### src/rtl/decode_execute_register.sv
// -----------------------------------------------------------------------------
// decode_execute_register
//
// Pipeline register between the decode (D) and execute (E) stages of an
// in-order core. Captures decoded control bits, operands, immediate, PC and
// register indices. Supports stall (hold), flush (insert bubble), counts the
// bubbles inserted, and raises a combinational load-use hazard request.
//
// Ports
//   clk, rst                      clock, asynchronous active-high reset
//   stall_E, flush_E              hold / bubble-insert controls (flush wins)
//   valid_D, ctrl_*_D             decode-stage valid and control bits
//   ctrl_ALU_op_D [2:0]           decode-stage ALU operation
//   RD1_D, RD2_D, imm_D, PC_D     operands, immediate, PC   [DATA_WIDTH]
//   rs1_D, rs2_D, rd_D [4:0]      register indices
//   *_E, valid_E                  registered E-stage copies of the above
//   hazard_load_use               load-use stall request (combinational)
//   bubble_count [CNT_WIDTH]      saturating count of bubbles inserted
// -----------------------------------------------------------------------------
module decode_execute_register #(
   parameter int DATA_WIDTH = 32,
   parameter int CNT_WIDTH  = 16
) (
   input  logic                  clk,
   input  logic                  rst,
   input  logic                  stall_E,
   input  logic                  flush_E,
   input  logic                  valid_D,
   input  logic                  ctrl_register_file_WE_D,
   input  logic                  ctrl_srcB_D,
   input  logic                  ctrl_register_file_WA_D,
   input  logic                  ctrl_data_memory_WE_D,
   input  logic                  ctrl_result_D,
   input  logic [2:0]            ctrl_ALU_op_D,
   input  logic [DATA_WIDTH-1:0] RD1_D,
   input  logic [DATA_WIDTH-1:0] RD2_D,
   input  logic [DATA_WIDTH-1:0] imm_D,
   input  logic [DATA_WIDTH-1:0] PC_D,
   input  logic [4:0]            rs1_D,
   input  logic [4:0]            rs2_D,
   input  logic [4:0]            rd_D,
   output logic                  valid_E,
   output logic                  ctrl_register_file_WE_E,
   output logic                  ctrl_srcB_E,
   output logic                  ctrl_register_file_WA_E,
   output logic                  ctrl_data_memory_WE_E,
   output logic                  ctrl_result_E,
   output logic [2:0]            ctrl_ALU_op_E,
   output logic [DATA_WIDTH-1:0] RD1_E,
   output logic [DATA_WIDTH-1:0] RD2_E,
   output logic [DATA_WIDTH-1:0] imm_E,
   output logic [DATA_WIDTH-1:0] PC_E,
   output logic [4:0]            rs1_E,
   output logic [4:0]            rs2_E,
   output logic [4:0]            rd_E,
   output logic                  hazard_load_use,
   output logic [CNT_WIDTH-1:0]  bubble_count
);

   // Stage payload kept as one struct so load/hold/flush act on all fields.
   typedef struct packed {
      logic                  valid;
      logic                  rf_we;
      logic                  srcb;
      logic                  rf_wa;
      logic                  dm_we;
      logic                  result;
      logic [2:0]            alu_op;
      logic [DATA_WIDTH-1:0] rd1;
      logic [DATA_WIDTH-1:0] rd2;
      logic [DATA_WIDTH-1:0] imm;
      logic [DATA_WIDTH-1:0] pc;
      logic [4:0]            rs1;
      logic [4:0]            rs2;
      logic [4:0]            rd;
   } stage_t;

   stage_t               r_stage;
   stage_t               w_load;
   logic [CNT_WIDTH-1:0] r_bubble_count;
   logic                 w_bubble_inc;
   logic                 w_cnt_sat;

   // Incoming payload; an invalid decode slot must never write anything.
   always_comb begin
      // NOTE: every field gets a value on every path, so no latch is inferred.
      w_load        = '0;
      w_load.valid  = valid_D;
      w_load.rf_we  = ctrl_register_file_WE_D & valid_D;
      w_load.srcb   = ctrl_srcB_D;
      w_load.rf_wa  = ctrl_register_file_WA_D;
      w_load.dm_we  = ctrl_data_memory_WE_D & valid_D;
      w_load.result = ctrl_result_D;
      w_load.alu_op = ctrl_ALU_op_D;
      w_load.rd1    = RD1_D;
      w_load.rd2    = RD2_D;
      w_load.imm    = imm_D;
      w_load.pc     = PC_D;
      w_load.rs1    = rs1_D;
      w_load.rs2    = rs2_D;
      w_load.rd     = rd_D;
   end

   // A bubble enters E on a flush, or on a normal load of an invalid slot.
   assign w_bubble_inc = flush_E | (~stall_E & ~valid_D);
   assign w_cnt_sat    = &r_bubble_count;

   always_ff @(posedge clk or posedge rst) begin
      if (rst) begin
         // NOTE: every register is reset here; there is no memory array whose
         // contents could be left unreset.
         r_stage        <= '0;
         r_bubble_count <= '0;
      end else begin
         // NOTE: non-blocking assignments so all flops update from pre-edge values.
         if (flush_E) begin
            r_stage <= '0;
         end else if (!stall_E) begin
            r_stage <= w_load;
         end
         if (w_bubble_inc && !w_cnt_sat) begin
            r_bubble_count <= r_bubble_count + 1'b1;
         end
      end
   end

   assign valid_E                 = r_stage.valid;
   assign ctrl_register_file_WE_E = r_stage.rf_we;
   assign ctrl_srcB_E             = r_stage.srcb;
   assign ctrl_register_file_WA_E = r_stage.rf_wa;
   assign ctrl_data_memory_WE_E   = r_stage.dm_we;
   assign ctrl_result_E           = r_stage.result;
   assign ctrl_ALU_op_E           = r_stage.alu_op;
   assign RD1_E                   = r_stage.rd1;
   assign RD2_E                   = r_stage.rd2;
   assign imm_E                   = r_stage.imm;
   assign PC_E                    = r_stage.pc;
   assign rs1_E                   = r_stage.rs1;
   assign rs2_E                   = r_stage.rs2;
   assign rd_E                    = r_stage.rd;
   assign bubble_count            = r_bubble_count;

   // A load in E writing a nonzero register that the D instruction reads.
   // x0 is excluded, so rd_E=0 never matches even when rs1_D/rs2_D are 0.
   assign hazard_load_use = r_stage.valid & r_stage.result & r_stage.rf_we &
                            valid_D & (r_stage.rd != 5'd0) &
                            ((r_stage.rd == rs1_D) | (r_stage.rd == rs2_D));

endmodule
### config.mk
export PLATFORM = sky130hd
export DESIGN_NAME = decode_execute_register
export DESIGN_NICKNAME = d
export VERILOG_FILES = /design/src/rtl/decode_execute_register.sv
export SDC_FILE = /design/constraint.sdc
export NUM_CORES = 1
export LEC_CHECK = 0
export BUFFER_PORTS_ARGS = -buffer_cell sky130_fd_sc_hd__buf_4
export CAP_MARGIN = 10
export CORE_AREA = 2 2 130 164
export CTS_CLUSTER_SIZE = 8
export DETAILED_ROUTE_END_ITERATION = 8
export DIE_AREA = 0 0 132 166
export PLACE_DENSITY = 0.7
export SYNTH_ARGS = -nofsm -noshare
export SYNTH_HDL_FRONTEND = slang
export SYNTH_SLANG_ARGS = --single-unit
### constraint.sdc
create_clock -name clk -period 8.4 [get_ports clk]
set_input_delay 0 -clock clk [delete_from_list [all_inputs] [get_ports clk]]
set_output_delay 0 -clock clk [all_outputs]
set_load 0.02 [all_outputs]
* Yosys cells after proc, flatten, opt, wreduce, memory -nomap -nowiden *
Cells that the tools add are included.

word-level totals
  word-level logic and storage cells = 37
  bits of input ports = 156
  bits in registers = 168
  output and inout port bits = 169

cells by class
  reduce and logical (&&, ||, !) cells = 4
  bitwise operators = 12
  eq/ne operators = 3
  mux-type cells = 2
  add/subtract/negate cells = 1

operators by type and width
  cell                                                              number
  152-bit 2-to-1 mux                                                2
  16-bit by 1-bit adder with 16-bit output (second input constant)  1
  16-bit AND reduction                                              1
  5-bit == test                                                     2
  1-bit bitwise AND                                                 8
  5-bit nonzero test                                                1
  2-bit by 1-bit != test with 1-bit output (second input constant)  1
  1-bit inverter                                                    2
  1-bit bitwise OR                                                  2
  1-bit logical AND                                                 1
  1-bit zero test                                                   1

* Longest topological paths before layout *
Gate-level depths: netlist of run 1.

  word-level depth = 5
  mapped depth = 5
  mapped depth without buffers = 5

* Worst setup path before layout of run 1 *
OpenSTA, ideal clock, no wires.

  path type = register -> register
  start point = reg r_bubble_count[0] (netlist: bubble_count[0])
  end point = reg r_bubble_count[1] (netlist: bubble_count[1])
  buffers on the path = 0
  arrival time = 1.608 ns
  library setup time = 0.125 ns
  stages on the path, launching flop included = 6
  data required time = 8.275 ns
  path slack = 6.667 ns
  period minus slack after synthesis = 1.733 ns
  path through = dfrtp_1 > ha_1 > nand3_1 > nor4b_4 > nor2_2 > mux2_4

between the ends
  longest elaborated chain between the ends = 3
  elaborated cells on any way between the ends = 4
  those cells by class = 1 x add/sub; 3 x reduce/logical

RTL lines
  element                                                                                           line  text
  from (decl)                                                                                       80    logic [CNT_WIDTH-1:0] r_bubble_count;
  from (signal assigned)                                                                            122   r_bubble_count <= r_bubble_count + 1'b1;
  parallel branches: the longest is 3 deep, another holds 16-bit by 1-bit adder with 16-bit output  -

Parallel ways; which one is timed is not known.
A chain may end at the register's enable or synchronous reset.

* Worst setup path after layout of run 1 *
  start point = in stall_E
  end point = reg r_bubble_count[5] (netlist: bubble_count[5])

between the ends
  longest elaborated chain between the ends = 4

RTL lines
  element            line  text
  from (decl)        26    input logic stall_E,
  1-bit inverter     105   assign w_bubble_inc = flush_E | (~stall_E & ~valid_D);
  1-bit bitwise AND  105
  1-bit bitwise OR   105
  1-bit logical AND  121   if (w_bubble_inc && !w_cnt_sat) begin

No other way between the ends.

==> qor.txt, run 1 <==
SYNTHESIS
-------------------------------------------------------------------------------------
Number of library cell types mapped by synthesis                                   30
Portion of synthesized cell area occupied by the leading cell type              59.9%
Post-synthesis cell count                                                         585
Sequential element share of the synthesized area                                59.9%
Synthesis Warnings                                                                  0
Average cell area after synthesis                                          12.0 sq um
Number of nets in the synthesized netlist                                         742
Main area contributors after synthesis                                   dfrtp_1 60%, mux2i_1 22%, nor2_1 8.5%, xor2_1 2.2%, buf_2 1.2%
Post-synthesis instance area                                               7010 sq um
Flop and latch count out of synthesis                                             168
Cell taking the most area after synthesis                                     dfrtp_1

DETAILED ROUTING
-------------------------------------------------------------------------------------
Remaining antenna violation count after routing                                     0
Wire length reported by the detailed router                                   21.3 mm
Average vias per placed instance                                                 4.62
First-pass iteration count of the detailed router                                   4
Count of vias placed by the detailed router                                      6182
Starting DRT DRC Count                                                            261
Routed length per placed instance                                        15.9 microns
DRC violation count after routing                                                   0

GLOBAL ROUTING
-------------------------------------------------------------------------------------
Peak-usage layer in the global routing report                                    met2
Global-route wire length before repair                                        34.4 mm
Met2 demand-to-capacity share in global routing                                 34.4%
Maximum number of pins on one net before global-route repair                       98
Fraction of met3 tracks used by global routing                                  4.79%
GR met1 Demand/Resource                                                         22.0%
Total track usage                                                               19.6%
Vias in the first global route                                                   6548
Initial antenna violation count                                                     0
Gr ovfl total                                                                       0

FINISH
-------------------------------------------------------------------------------------
N_diodes                                                                            0
Non-filler cells, final                                                          1338
Nets                                                                             1208
Most frequent standard cell in the layout excluding fill and tap cells          buf_4
Number of filler cells placed in the layout                                      1632
Commonest non-fill, non-tap cells in the layout                          327 x buf_4, 168 x dfrtp_1, 158 x nor2_1, 153 x dlygate4sd3_1, 151 x mux2i_1
Layout cell share with drive strength beyond 1                                  34.4%
Area added between synthesis and finish                                         67.6%

TIMING
-------------------------------------------------------------------------------------
Final setup slack of the worst path                                           6.52 ns
Worst-Margin Slew                                                            0.998 ns
Min cycle time layout                                                         1.88 ns
Summed negative setup slack over all endpoints                                   0 ns
Setup-failing EPs final                                                             0
Number of hold-slack violations in the final timing report                          0
Worst slew margin relative to its limit                                         33.4%
Maximum operating frequency                                                   531 MHz
Max-slew violations                                                                 0
Part of the cycle the worst path needs                                          22.4%
Final worst clock skew                                                     0.00987 ns
Unrepaired setup endpoints after global routing                                 false

FLOORPLANNING
-------------------------------------------------------------------------------------
Height of the chip                                                        166 microns
Floorplan row count                                                                59
Starting density of the core                                                    34.3%
Die area                                                                  21900 sq um
Core area                                                                 20400 sq um
I/O pins                                                                          325
X dimension of the die                                                    132 microns

CLOCK TREE
-------------------------------------------------------------------------------------
Root Buffer                                                                 clkbuf_16
Latest clock arrival within the worst-skew pair                               0.42 ns
Buffer count from post-CTS setup fixing                                             0
CTS tree                                                                          yes
Hold bufs inserted after CTS                                                      153
Clock buffers created by TritonCTS                                                 17
Maximum buffer depth of the clock tree                                              2
Worst-path clk slew                                                           0.07 ns
Depth of the CTS H-tree                                                             4
Resized cells post-CTS                                                              0
Clock sink count                                                                  168

PLACEMENT
-------------------------------------------------------------------------------------
Placer congestion estimate                                                      0.766
HPWL after DPL                                                                13.3 mm
Cell count after placement                                                       1153
Worst slack, placed                                                           6.08 ns
Total of buffers placed on input and output ports                                 324

CRITICAL PATH
-------------------------------------------------------------------------------------
Timing endpoint of the critical path                                     bubble_count[5]$_DFFE_PP0P_
Nature of the critical path startpoint                                     input port
Data arrival time of the critical path                                        2.18 ns
End of the worst register-to-register path                               bubble_count[1]$_DFFE_PP0P_
Max FO, Critical Path                                                              68
Flop-to-flop setup slack                                                      6.62 ns
Required time of the critical path                                            8.70 ns
Count of cells along the worst register-to-register path                            5
Worst Setup End Kind                                                        flip-flop
Launching point of the worst reg2reg path                                bubble_count[0]$_DFFE_PP0P_
Crit Path Class                                                                in2reg
Worst setup path startpoint                                                   stall_E

STATUS
-------------------------------------------------------------------------------------
Status                                                                   complete, no violations

WORST HOLD PATH
-------------------------------------------------------------------------------------
Number of stages on the worst hold path                                             2
Worst hold path class                                                          in2reg

POWER
-------------------------------------------------------------------------------------
Maximum vdd drop                                                             0.124 mV
Static leakage                                                                6.15 nW
Total power per unit cell area                                            183 nW/um^2

JOB
-------------------------------------------------------------------------------------
Number of violations of the max-capacitance limit                                   0

[worst min path at each step]
stage | from | end
3_5_place_dp | RD1_D[2] | RD1_E[2]$_DFFE_PP0P_
6_report | flush_E | imm_E[2]$_DFFE_PP0P_
4_1_cts | flush_E | imm_E[1]$_DFFE_PP0P_
2_1_floorplan | valid_D | hazard_load_use
3_3_place_gp | PC_D[14] | PC_E[14]$_DFFE_PP0P_
5_1_grt | flush_E | imm_E[2]$_DFFE_PP0P_
[critical path: stages]
cell	delay, ns
clkbuf_8	0.52
buf_4	0.80
o21bai_1	0.21
nand2b_1	0.28
nor3_1	0.12
xor2_1	0.16
[synthesized netlist by cell type]
library cell / n
dfrtp_1: 168
nor2_1: 158
mux2i_1: 151
xor2_1: 18
buf_2: 17
clkbuf_1: 16
nand2_1: 8
nand3_1: 5
nand4_1: 5
nor3_1: 5
o21ai_0: 4
xnor2_1: 4
a21oi_1: 3
nor4_1: 3
a2111oi_2: 2
a211oi_1: 2
and3_1: 2
nor3b_1: 2
a221oi_1: 1
and4_1: 1
buf_4: 1
ha_1: 1
inv_1: 1
mux2_4: 1
nand2b_1: 1
nand4_4: 1
nor2_2: 1
nor4b_4: 1
o21bai_1: 1
or2_4: 1
[cells by family after synthesis]
logic type,after synthesis,share of synthesized area [%]
simple gates,194,11.8
flops,168,59.9
mux,152,21.8
buf+inv,35,2.23
xor+xnor,22,2.75
compound gates,13,1.37
fa+ha+maj,1,0.178
[state kept, by name, summed over array words and instances (netlist names), 3 cells and up]
signal / cells
PC_E: 32
RD1_E: 32
RD2_E: 32
imm_E: 32
bubble_count: 16
rd_E: 5
rs1_E: 5
rs2_E: 5
ctrl_ALU_op_E: 3
[area by class of cell]
type / instances / area (sq um) / share of cell area, %
inverter: 1 / 8.76 / 0.0745
clock inverter: 13 / 110 / 0.937
clock buffer: 19 / 433 / 3.68
tap: 274 / 343 / 2.92
timing repair buffer: 481 / 4000 / 34.0
multi-input combinational: 382 / 2650 / 22.6
sequential: 168 / 4200 / 35.8
[stage by stage]
| step | cell area [sq um] | hold slack, ns | util (%) | power (mW) |
|---|---|---|---|---|
| 4_1_cts | 11800 | 0.217 | 57.5 | 2.18 |
| 6_report | 11800 | 0.183 | 57.5 | 2.15 |
| 2_1_floorplan | 7010 | 0.143 | - | 1.16 |
| 3_3_place_gp | 9680 | 0.236 | 47.3 | 1.37 |
| 5_1_grt | 11800 | 0.192 | 57.5 | 2.25 |
| 3_5_place_dp | 9680 | 0.246 | 47.3 | 1.37 |
[metal layers]
layer  up-vias  part of all wire [%]
met5         -                     0
met4         0                   4.0
met3        60                   6.0
met2       248                    52
met1      2973                    38
li1       2901                     -
[report_power, final]
| group | internal [mW] | total (mW) | leakage (nW) | switching (mW) |
|---|---|---|---|---|
| Combinational | 0.243 | 0.481 | 3.67 | 0.238 |
| Sequential | 0.873 | 0.938 | 2.21 | 0.0646 |
| Clock | 0.388 | 0.734 | 0.262 | 0.346 |
| Total | 1.50 | 2.15 | 6.15 | 0.649 |
(Power assumes the default switching activity.)
==> run 2: changes to the inputs <==
- clock period: 8.4 -> 1.9 ns (I/O delays scaled with it)
==> run 2 against run 1 <==
Via count decreased by 0.31%. Global-route usage shrank 0.13 points. Combinational power grew to 4.5 times the previous value. Sequential power rose to 4.4 times the previous value. Critical endpoint is now bubble_count[1]$_DFFE_PP0P_. Clock power rose to 4.5 times the previous value. Core utilization rose by 0.65 points. Setup slack lost 6.4 ns. Highest routed layer unchanged. Critical path type is now reg2reg. Final area rose by 1.1%.
==> qor.txt, run 2 (synthesis gave the netlist of run 1 again) <==
DETAILED ROUTING
-------------------------------------------------------------------------------------
Average vias per placed instance                                                 4.59   -0.68%
Count of vias placed by the detailed router                                      6163   -0.31%
Remaining antenna violation count after routing                                     0   unchanged
DRC violation count after routing                                                   0   unchanged
Routed length per placed instance                                        15.6 microns   -1.7%
Starting DRT DRC Count                                                            251   -3.8%
Wire length reported by the detailed router                                   21.0 mm   -1.3%
First-pass iteration count of the detailed router                                   4   unchanged

CRITICAL PATH
-------------------------------------------------------------------------------------
Worst path buffer plus inverter count                                               0   -2
Launching point of the worst reg2reg path                                bubble_count[0]$_DFFE_PP0P_
Max FO, Critical Path                                                               6   -91%
Worst Setup End Kind                                                        flip-flop
Count of cells along the worst register-to-register path                            5   unchanged
Critical path's top delay family                                         simple AND/OR/NAND/NOR gates
Crit Path Class                                                               reg2reg
Crit path largest cell delay                                                  0.46 ns   -0.34 ns
Slowest cell on the critical path                                             nor4b_4
Flop-to-flop setup slack                                                      0.14 ns   -6.48 ns
Nature of the critical path startpoint                                      flip-flop
Required time of the critical path                                            2.20 ns   -6.50 ns
End of the worst register-to-register path                               bubble_count[1]$_DFFE_PP0P_
Data arrival time of the critical path                                        2.06 ns   -0.12 ns
Cells along the critical path                                            ha_1, nand3_1, nor4b_4, nor2_2, mux2_4

STATUS
-------------------------------------------------------------------------------------
Status                                                                   complete, no violations

CLOCK TREE
-------------------------------------------------------------------------------------
Latest clock arrival within the worst-skew pair                               0.42 ns   about the same
Root Buffer                                                                 clkbuf_16
Maximum buffer depth of the clock tree                                              2   unchanged
Depth of the CTS H-tree                                                             4   unchanged
Buffer count from post-CTS setup fixing                                             0   unchanged
CTS tree                                                                          yes
Worst-path clk slew                                                           0.07 ns   about the same
Clock sink count                                                                  168   unchanged
Clock buffers created by TritonCTS                                                 17   unchanged

FINISH
-------------------------------------------------------------------------------------
Layout cell share with drive strength beyond 1                                  34.6%   +0.21 points
Nets                                                                             1214   +0.50%
N_diodes                                                                            0   unchanged
Area added between synthesis and finish                                         69.5%
Most frequent standard cell in the layout excluding fill and tap cells          buf_4
Commonest non-fill, non-tap cells in the layout                          325 x buf_4, 168 x dfrtp_1, 158 x nor2_1, 156 x dlygate4sd3_1, 151 x mux2i_1

POWER
-------------------------------------------------------------------------------------
Sequential cell fraction of total power                                         43.1%   -0.5 points
Static leakage                                                                6.20 nW   +0.81%
Internal Dissipation                                                          6.70 mW   +350%
Combinational power share                                                       22.6%   +0.3 points
Clock share of power                                                            34.2%   about the same
Total power per unit cell area                                            803 nW/um^2   +340%
Net switching power                                                           2.85 mW   +340%
Maximum vdd drop                                                             0.552 mV   +340%
Switching share of total power                                                  29.8%   -0.33 points

GLOBAL ROUTING
-------------------------------------------------------------------------------------
Total track usage                                                               19.4%   -0.13 points
Initial antenna violation count                                                     0   unchanged
Vias in the first global route                                                   6699   +2.3%
Maximum number of pins on one net before global-route repair                       96   -2.0%
Global-route wire length before repair                                        34.5 mm   +0.48%
Gr ovfl total                                                                       0   unchanged

TIMING
-------------------------------------------------------------------------------------
Worst slew margin relative to its limit                                         57.3%   +24 points
Final worst clock skew                                                      0.0114 ns   +0.00154 ns
Maximum operating frequency                                                   569 MHz
Worst slack on hold paths                                                    0.120 ns   -0.0635 ns
Number of hold-slack violations in the final timing report                          0   unchanged
Worst-Margin Slew                                                            0.641 ns   -0.357 ns
Part of the cycle the worst path needs                                          92.5%
Summed negative setup slack over all endpoints                                   0 ns   unchanged
Unrepaired setup endpoints after global routing                                 false
Max-slew violations                                                                 0   unchanged
Min cycle time layout                                                         1.76 ns
Setup-failing EPs final                                                             0   unchanged

WORST HOLD PATH
-------------------------------------------------------------------------------------
Hold Startpoint                                                               flush_E
Endpoint with the worst hold slack                                       PC_E[20]$_DFFE_PP0P_
Number of stages on the worst hold path                                             3   +1
Worst hold path class                                                          in2reg

FLOORPLANNING
-------------------------------------------------------------------------------------
Height of the chip                                                        166 microns   unchanged
Core area                                                                 20400 sq um   unchanged
Floorplan row count                                                                59   unchanged
I/O pins                                                                          325   unchanged
X dimension of the die                                                    132 microns   unchanged
Starting density of the core                                                    34.3%   unchanged
Die area                                                                  21900 sq um   unchanged

PLACEMENT
-------------------------------------------------------------------------------------
Total of buffers placed on input and output ports                                 324   unchanged
HPWL after DPL                                                                12.9 mm   -3.4%
Placer congestion estimate                                                      0.805   +5.1%

JOB
-------------------------------------------------------------------------------------
Number of violations of the max-capacitance limit                                   0   unchanged

## run 2: cell type report
cell class                 count  area (sq um)
clock buffer                  19           443
clock inverter                12           114
fill                        1649          8560
inverter                       1          7.51
multi-input combinational    382          2660
sequential                   168          4200
tap                          274           343
timing repair buffer         487          4120
## run 2: power by group through the flow
stage          Clock [mW]  Combinational, mW  Sequential (mW)
3_5_place_dp            0               1.89             4.18
5_1_grt              3.51               2.32             4.17
2_1_floorplan           0              0.644             4.50
6_report             3.27               2.16             4.12
3_3_place_gp            0               1.88             4.16
4_1_cts              3.36               2.16             4.12
## run 2: through the flow
stage	instances	setup slack [ns]	power, mW	instance area [sq um]	util (%)
2_1_floorplan	585	-0.241	5.14	7020	-
3_3_place_gp	1156	0.182	6.04	9760	47.7
3_5_place_dp	1156	0.154	6.07	9760	47.7
4_1_cts	1343	0.0856	9.64	11900	58.1
5_1_grt	1343	0.00684	10.0	11900	58.1
6_report	1343	0.142	9.55	11900	58.1
## run 2: worst max-delay path by stage
| stage | start | to | slack (ns) | cells past startpoint |
|---|---|---|---|---|
| final | bubble_count[0]$_DFFE_PP0P_ | bubble_count[1]$_DFFE_PP0P_ | 0.14 | 5 |
| after global routing | rd_E[0]$_DFFE_PP0P_ | hazard_load_use | 0.007 | 5 |
| after CTS | rd_E[0]$_DFFE_PP0P_ | hazard_load_use | 0.09 | 5 |
| after detailed placement | bubble_count[0]$_DFFE_PP0P_ | bubble_count[1]$_DFFE_PP0P_ | 0.15 | 5 |
| after global placement | bubble_count[0]$_DFFE_PP0P_ | bubble_count[1]$_DFFE_PP0P_ | 0.18 | 5 |
| after floorplan | rst | PC_E[0]$_DFFE_PP0P_ | -0.24 | 1 |
## run 2: layer usage
layer	vias to the layer above	part of all wire [%]	GRT usage [%]
met1	2969	39	22.5
met3	52	5.8	5.01
met4	0	3.9	8.98
met5	-	0	0
met2	228	51	33.6
li1	2914	-	-
## run 2: worst register-to-register path: cells and delay by family (launching register included)
kind / cells / cell delay, ns
simple gates: 3 / 0.72
fa+ha+maj: 1 / 0.21
flops: 1 / 0.41
mux: 1 / 0.31
## run 2: timing repair
item | CTS | global route
endpoints found under the setup margin | 0 | 1
hold endpoints to repair | 320 | 0
hold buffers | 156 | 0
gates resized for setup | 0 | 1
